$ cat src/rtl/branch_sequencer.sv
// Conditional-flow sequencer for Bcc/BRA, DBcc and Scc: drives the condition-unit
// select, fetches word displacements, performs the DBcc decrement and reports next PC.
module branch_sequencer (
  input  logic        CLK_I,
  input  logic        reset_n,
  input  logic        start,
  input  logic [1:0]  op,
  input  logic [3:0]  cond_sel,
  input  logic [7:0]  disp8,
  input  logic [31:0] pc,
  input  logic [15:0] dn_in,
  input  logic        condition_in,
  output logic [3:0]  cond_out,
  output logic        ext_req,
  input  logic        ext_ack,
  input  logic [15:0] ext_data,
  output logic        busy,
  output logic        done,
  output logic        taken,
  output logic [31:0] next_pc,
  output logic [15:0] dn_out,
  output logic        dn_we,
  output logic [7:0]  scc_byte,
  output logic        scc_we
);

  localparam logic [2:0] S_IDLE  = 3'd0;
  localparam logic [2:0] S_EVAL  = 3'd1;
  localparam logic [2:0] S_FETCH = 3'd2;
  localparam logic [2:0] S_DEC   = 3'd3;
  localparam logic [2:0] S_DONE  = 3'd4;

  localparam logic [1:0] OP_BCC  = 2'b00;
  localparam logic [1:0] OP_DBCC = 2'b01;
  localparam logic [1:0] OP_SCC  = 2'b10;
  localparam logic [1:0] OP_RSVD = 2'b11;

  logic [2:0]  state_q, state_d;
  logic [1:0]  op_q, op_d;
  logic [3:0]  sel_q, sel_d;
  logic [7:0]  disp8_q, disp8_d;
  logic [31:0] pc_q, pc_d;
  logic [15:0] dn_q, dn_d;
  logic        cond_q, cond_d;
  logic [15:0] disp16_q, disp16_d;
  logic        taken_q, taken_d;
  logic [31:0] next_pc_q, next_pc_d;
  logic [15:0] dn_out_q, dn_out_d;
  logic [7:0]  scc_byte_q, scc_byte_d;

  logic [31:0] pc_plus2;
  logic [31:0] disp8_sext;
  logic [31:0] ext_sext;
  logic [31:0] disp16_sext;

  assign pc_plus2    = pc_q + 32'd2;
  assign disp8_sext  = {{24{disp8_q[7]}}, disp8_q};
  assign ext_sext    = {{16{ext_data[15]}}, ext_data};
  assign disp16_sext = {{16{disp16_q[15]}}, disp16_q};

  always_comb begin
    state_d    = state_q;
    op_d       = op_q;
    sel_d      = sel_q;
    disp8_d    = disp8_q;
    pc_d       = pc_q;
    dn_d       = dn_q;
    cond_d     = cond_q;
    disp16_d   = disp16_q;
    taken_d    = taken_q;
    next_pc_d  = next_pc_q;
    dn_out_d   = dn_out_q;
    scc_byte_d = scc_byte_q;
    case (state_q)
      S_IDLE: begin
        if (start) begin
          state_d = S_EVAL;
          // Reserved op behaves as a Bcc whose test is forced to "false".
          op_d    = (op == OP_RSVD) ? OP_BCC : op;
          sel_d   = (op == OP_RSVD) ? 4'b0001 : cond_sel;
          disp8_d = disp8;
          pc_d    = pc;
          dn_d    = dn_in;
        end
      end
      S_EVAL: begin
        cond_d = condition_in;
        if (op_q == OP_SCC) begin
          state_d    = S_DONE;
          scc_byte_d = condition_in ? 8'hFF : 8'h00;
          taken_d    = 1'b0;
          next_pc_d  = pc_q;
        end else if (op_q == OP_BCC && disp8_q != 8'h00) begin
          state_d   = S_DONE;
          taken_d   = condition_in;
          next_pc_d = condition_in ? (pc_q + disp8_sext) : pc_q;
        end else begin
          state_d = S_FETCH;
        end
      end
      S_FETCH: begin
        if (ext_ack) begin
          disp16_d = ext_data;
          if (op_q == OP_DBCC && !cond_q) begin
            state_d  = S_DEC;
            dn_out_d = dn_q - 16'd1;
          end else if (op_q == OP_DBCC) begin
            state_d   = S_DONE;
            taken_d   = 1'b0;
            next_pc_d = pc_plus2;
          end else begin
            state_d   = S_DONE;
            taken_d   = cond_q;
            next_pc_d = cond_q ? (pc_q + ext_sext) : pc_plus2;
          end
        end
      end
      S_DEC: begin
        state_d = S_DONE;
        // Counter wrapped to -1: loop terminates and falls through.
        if (dn_out_q == 16'hFFFF) begin
          taken_d   = 1'b0;
          next_pc_d = pc_plus2;
        end else begin
          taken_d   = 1'b1;
          next_pc_d = pc_q + disp16_sext;
        end
      end
      S_DONE: begin
        state_d = S_IDLE;
      end
      default: begin
        state_d = S_IDLE;
      end
    endcase
  end

  always_ff @(posedge CLK_I or negedge reset_n) begin
    if (!reset_n) begin
      state_q    <= S_IDLE;
      op_q       <= OP_BCC;
      sel_q      <= 4'b0000;
      disp8_q    <= 8'h00;
      pc_q       <= 32'h0;
      dn_q       <= 16'h0;
      cond_q     <= 1'b0;
      disp16_q   <= 16'h0;
      taken_q    <= 1'b0;
      next_pc_q  <= 32'h0;
      dn_out_q   <= 16'h0;
      scc_byte_q <= 8'h00;
    end else begin
      state_q    <= state_d;
      op_q       <= op_d;
      sel_q      <= sel_d;
      disp8_q    <= disp8_d;
      pc_q       <= pc_d;
      dn_q       <= dn_d;
      cond_q     <= cond_d;
      disp16_q   <= disp16_d;
      taken_q    <= taken_d;
      next_pc_q  <= next_pc_d;
      dn_out_q   <= dn_out_d;
      scc_byte_q <= scc_byte_d;
    end
  end

  assign cond_out = sel_q;
  assign ext_req  = (state_q == S_FETCH);
  assign busy     = (state_q != S_IDLE);
  assign done     = (state_q == S_DONE);
  assign dn_we    = (state_q == S_DEC);
  assign scc_we   = (state_q == S_DONE) && (op_q == OP_SCC);
  assign taken    = taken_q;
  assign next_pc  = next_pc_q;
  assign dn_out   = dn_out_q;
  assign scc_byte = scc_byte_q;

endmodule

$ cat config.mk
export PLATFORM = sky130hd
export DESIGN_NAME = branch_sequencer
export DESIGN_NICKNAME = d
export VERILOG_FILES = /design/src/rtl/branch_sequencer.sv
export SDC_FILE = /design/constraint.sdc
export NUM_CORES = 1
export LEC_CHECK = 0
export CAP_MARGIN = 20
export CELL_PAD_IN_SITES_DETAIL_PLACEMENT = 0
export CELL_PAD_IN_SITES_GLOBAL_PLACEMENT = 1
export CORE_MARGIN = 3
export CORE_UTILIZATION = 42
export DETAILED_ROUTE_END_ITERATION = 10
export PLACE_DENSITY_LB_ADDON = 0.1
export SETUP_SLACK_MARGIN = 0.5
export SLEW_MARGIN = 20
export SYNTH_ARGS = -nofsm -noshare
export SYNTH_HDL_FRONTEND = slang
export SYNTH_SLANG_ARGS = --single-unit
$ cat constraint.sdc
create_clock -name CLK_I -period 4.75 [get_ports CLK_I]
set_clock_uncertainty 0.2 [all_clocks]
set_input_delay 1.1875 -clock CLK_I [delete_from_list [all_inputs] [get_ports CLK_I]]
set_output_delay 1.1875 -clock CLK_I [all_outputs]
set_load 0.1 [all_outputs]
After elaboration in Yosys (flattened, before gate mapping)
Cells that the tools add are included.
- bits in registers: 139
- input port bits: 83
- output and inout port bits: 66
- muxes and demuxes: 25
- equality and inequality tests: 12
- reductions and logical operators: 15
- add/subtract/negate cells: 5
- operator list (kind ; count):
    $mux W32 ; 8
    $add A32 B32 Y32 ; 3
    $pmux W32 S3 ; 1
    $add A32 B2 Y32 const B ; 1
    $eq A16 B16 Y1 const B ; 1
    $sub A16 B1 Y16 const B ; 1
    $mux W3 ; 5
    $pmux W3 S4 ; 1
    $mux W8 ; 1
    $reduce_and A2 Y1 ; 4
    $reduce_bool A8 Y1 ; 1
    $eq A3 B2 Y1 const B ; 2
    $mux W1 ; 6
    $reduce_bool A3 Y1 ; 2
    $eq A2 B2 Y1 const B ; 2
    $mux W4 ; 1
    $ne A2 B2 Y1 const B ; 2
    $reduce_and A4 Y1 ; 1
    $eq A3 B1 Y1 const B ; 1
    $eq A3 B3 Y1 const B ; 1
    $logic_and A1 B1 Y1 ; 3
    $logic_not A3 Y1 ; 1
    $ne A3 B3 Y1 const B ; 1
    $pmux W1 S3 ; 1
    6 further kinds ; 6

Longest topological paths before layout
- depth in word-level cells: 6
- gate-level depth with buffers: 14

Least setup slack after synthesis
No wires, ideal clock.
- path kind: reg-to-output
- from: register state_q[0]
- to: output port scc_we
- buffers on the path: 1
- stages on the path, launching flop included: 4
- path slack: -558 ps
- arrival time: 3920 ps
- cells stage by stage: dfrtp_1 > clkbuf_1 > nor3b_1 > and3b_1
- longest elaborated chain between the ends: 2
- RTL lines (element ; RTL line ; source):
    start: declaration ; 38 ; logic [2:0] state_q, state_d;
    start signal: assignment ; 153 ; state_q <= state_d;
    $eq A3 B3 Y1 ; n/a ;
    net done ; 18 ; output logic done,
    $logic_and A1 B1 Y1 ; 173 ; assign scc_we = (state_q == S_DONE) && (op_q == OP_SCC);
    end: declaration ; 24 ; output logic scc_we
The timed path passes the listed nets, and every way through them passes these cells.

Worst setup path after layout
- from: input port ext_data[0]
- to: register next_pc_q[24], in the netlist next_pc[24]
- longest elaborated chain between the ends: 6
- RTL lines (element ; RTL line ; source):
    start: declaration ; 16 ; input logic [15:0] ext_data,
    $add A32 B32 Y32 ; 114 ; next_pc_d = cond_q ? (pc_q + ext_sext) : pc_plus2;
    $mux W32 ; 114 ;
    $mux W32 ; 107 ; end else if (op_q == OP_DBCC) begin
    $mux W32 ; 104 ; if (op_q == OP_DBCC && !cond_q) begin
    $mux W32 ; 102 ; if (ext_ack) begin
    $pmux W32 S3 ; 74 ; case (state_q)
    end signal: assignment ; 162 ; next_pc_q <= next_pc_d;
    end: declaration ; 47 ; logic [31:0] next_pc_q, next_pc_d;
No other way between the ends. The select of a mux whose other input is x is not followed.
A chain may end at the register's enable or synchronous reset.

==> summary.txt <==
Status -> finished, final reports clean
WP depth -> 13
CP max FO -> 4
Fraction of the yosys area taken by sequential cells -> 0.273
WS Path Type -> input port to flop
Crit path required time -> 4.94 ns
Data arrival time of the critical path -> 4.28 ns
Fin. max-slew vios -> 0
Mapped Nets -> 1765
Worst Path Buf+Inv -> 2
Synth Flop Type -> dfrtp_1
Synth area leaders -> dfrtp_1 (27%), nand2_1 (10%), ha_1 (9.8%)
Most frequent cells after synthesis -> nand2_1 (328), a21oi_1 (141), dfrtp_1 (132)
Hold_buf cts -> 0
Yosys top cell by area -> dfrtp_1
Layout Nets -> 1887
Initial antenna violation count -> 0
Clk sinks -> 132
Slowest CP cell -> clkdlybuf4s50_1
Die area -> 30900 sq um
RR Startpoint -> pc_q[1]
Crit path from -> ext_data[0]
CTS clk-pin slew, worst paths -> 0.07 ns
Ys async rst share -> 1.00
Yosys reg bits -> 132
Final Critical Period -> 4.09 ns
Post-Synthesis Cell Area -> 12100 sq um
Warnings from Yosys -> 0
Gr ovfl total -> 0
Diodes inserted -> 0
Post-detail-place hpwl -> 32600 um
Critical path endpoint -> next_pc[24]
Syn_area_per_cell -> 7.65 sq um
Startpoint Class -> input port
Final WL -> 43600 um
R2R depth -> 11
Drt pass-1 iters -> 7
Clk buf depth -> 2
Fin crit share -> 0.861
Core area -> 28100 sq um
Count of different cell masters after synthesis -> 82
FP Rows -> 61
Max Fclk -> 244 MHz
Worst flop-to-flop path endpoint -> next_pc[20]
Reg2Reg Setup Slack -> 0.85 ns
Post-synth EDFFs -> 0
PortBufs -> 148
GRT Total Usage -> 0.280
Die width -> 176 um
Hold WC Path Type -> flop to flop
CP endpoint kind -> flop
Clk root buf -> clkbuf_16
Drt via density -> 5.86
DR iter-0 viols -> 914
CP Cell Sequence -> clkdlybuf4s50_1, ha_2, inv_1, fa_2, nor2b_2, o31ai_2, a21oi_2, a311oi_4, o31ai_4, a31oi_4, or4_1, nand4_1, o32a_1
Mapped Cells -> 1584
Max-slew headroom -> 0.272
Final setup TNS -> 0 ns
Area added between synthesis and finish -> 20.8%
Vias in the first global route -> 11600
Htree depth -> 4
Avg WL per Cell -> 20.8 um
Die H -> 176 um
Final Hold Fails -> 0
Most frequent cell after synthesis -> nand2_1
Worst-Skew Late Latency -> 0.45 ns
Largest net degree at the start of global routing -> 72
CTS tree -> yes
Max-cap violation count -> 0
RSZ-0062 raised after global routing -> false
DRC -> 0
First-pass GRT wire length -> 67300 um
Slew @ Worst Pin -> 1.09 ns
DR vias -> 12300
CP top delay family -> compound AO/OA/AOI/OAI gates
Starting Density -> 0.431
Final Wtd Congestion -> 0.947
Final ANT Viol Nets -> 0
Slowest stage delay, CP -> 0.49 ns
Io pins -> 149
Final setup viols -> 0
Top-area cell type share of the netlist area -> 0.273
CTS Buf Count -> 17
Layout cell share with drive strength beyond 1 -> 0.0733
-- per-stage QoR --
| step | worst slack (ns) | area [sq um] | std cells | hold slack (ns) | util |
|---|---|---|---|---|---|
| after global routing | 0.516 | 14600 | 2097 | 0.291 | 0.521 |
| final | 0.660 | 14600 | 2097 | 0.270 | 0.521 |
| after global placement | 0.0716 | 14000 | 2063 | 0.251 | 0.498 |
| after floorplan | 0.549 | 12100 | 1584 | 0.267 | - |
| after detailed placement | 0.00650 | 14000 | 2063 | 0.257 | 0.498 |
| after CTS | 0.528 | 14600 | 2095 | 0.272 | 0.520 |
-- state kept, by name (all words and copies together), names as in the netlist, 2 cells and up --
signal and count:
cond_out 4, disp16_q 16, disp8_q 8, dn_out 16, dn_q 16, next_pc 32
op_q 2, pc_q 32, state_q 3
-- kinds of logic after synthesis --
kind of cell    count (synthesis)  synth area share
compound gates                471             0.249
xor+xnor                      100            0.0723
fa+ha+maj                      98             0.103
buf+inv                       121            0.0426
flops                         132             0.273
mux                            30            0.0267
simple gates                  632             0.234
-- cells in the final DEF (no fill, tap or decap), types with 31 or more instances in the layout --
cell / count
a21o_1: 34
a21oi_1: 140
buf_4: 35
clkdlybuf4s50_1: 142
dfrtp_1: 132
ha_1: 94
inv_1: 41
nand2_1: 327
nand3_1: 42
nand4_1: 31
nor2_1: 107
o21ai_0: 108
xnor2_1: 52
xor2_1: 48
-- routing by layer --
layer  track usage  vias to the layer above  part of all wire
met5             0                        -                 0
met4        0.0789                        0             0.025
met3        0.0532                       60             0.066
met2         0.444                      428              0.45
met1         0.390                     5830              0.46
li1              -                     5972                 -
-- final cells by class --
| class | instances | area, sq um |
|---|---|---|
| fill | 2849 | 13500 |
| multi-input combinational | 1331 | 8330 |
| inverter | 43 | 164 |
| clock inverter | 15 | 184 |
| clock buffer | 17 | 425 |
| timing repair buffer | 181 | 1760 |
| tap | 378 | 473 |
| sequential | 132 | 3300 |
-- worst reg2reg max path: stages, from the launching register on --
cell and delay (ns):
dfrtp_1 0.59, inv_1 0.25, fa_1 0.51, nand2b_1 0.19, a21o_1 0.19, a31o_2 0.25, nor4_1 0.44, o31ai_1 0.24
mux2i_1 0.20, nand4_1 0.15, a2111oi_0 0.44, a31oi_1 0.14
-- what timing repair did --
action | CTS | global route
setup endpoints to repair | 1 | 8
pin swaps | 1 | 3
resized for setup | 0 | 6
setup buffers | 0 | 2
-- how the worst min path moves through the flow --
stage / startpoint / endpoint / slack, ns / depth (start not counted)
2_1_floorplan: dn_q[15] / dn_q[15] / 0.27 / 2
3_3_place_gp: cond_out[3] / cond_out[3] / 0.25 / 2
3_5_place_dp: cond_out[3] / cond_out[3] / 0.26 / 2
4_1_cts: cond_out[3] / cond_out[3] / 0.27 / 2
5_1_grt: cond_out[3] / cond_out[3] / 0.29 / 2
6_report: cond_out[3] / cond_out[3] / 0.27 / 2
Power is not shown: default switching activity piles up to over one toggle a cycle in this logic, so the estimate is an artifact.
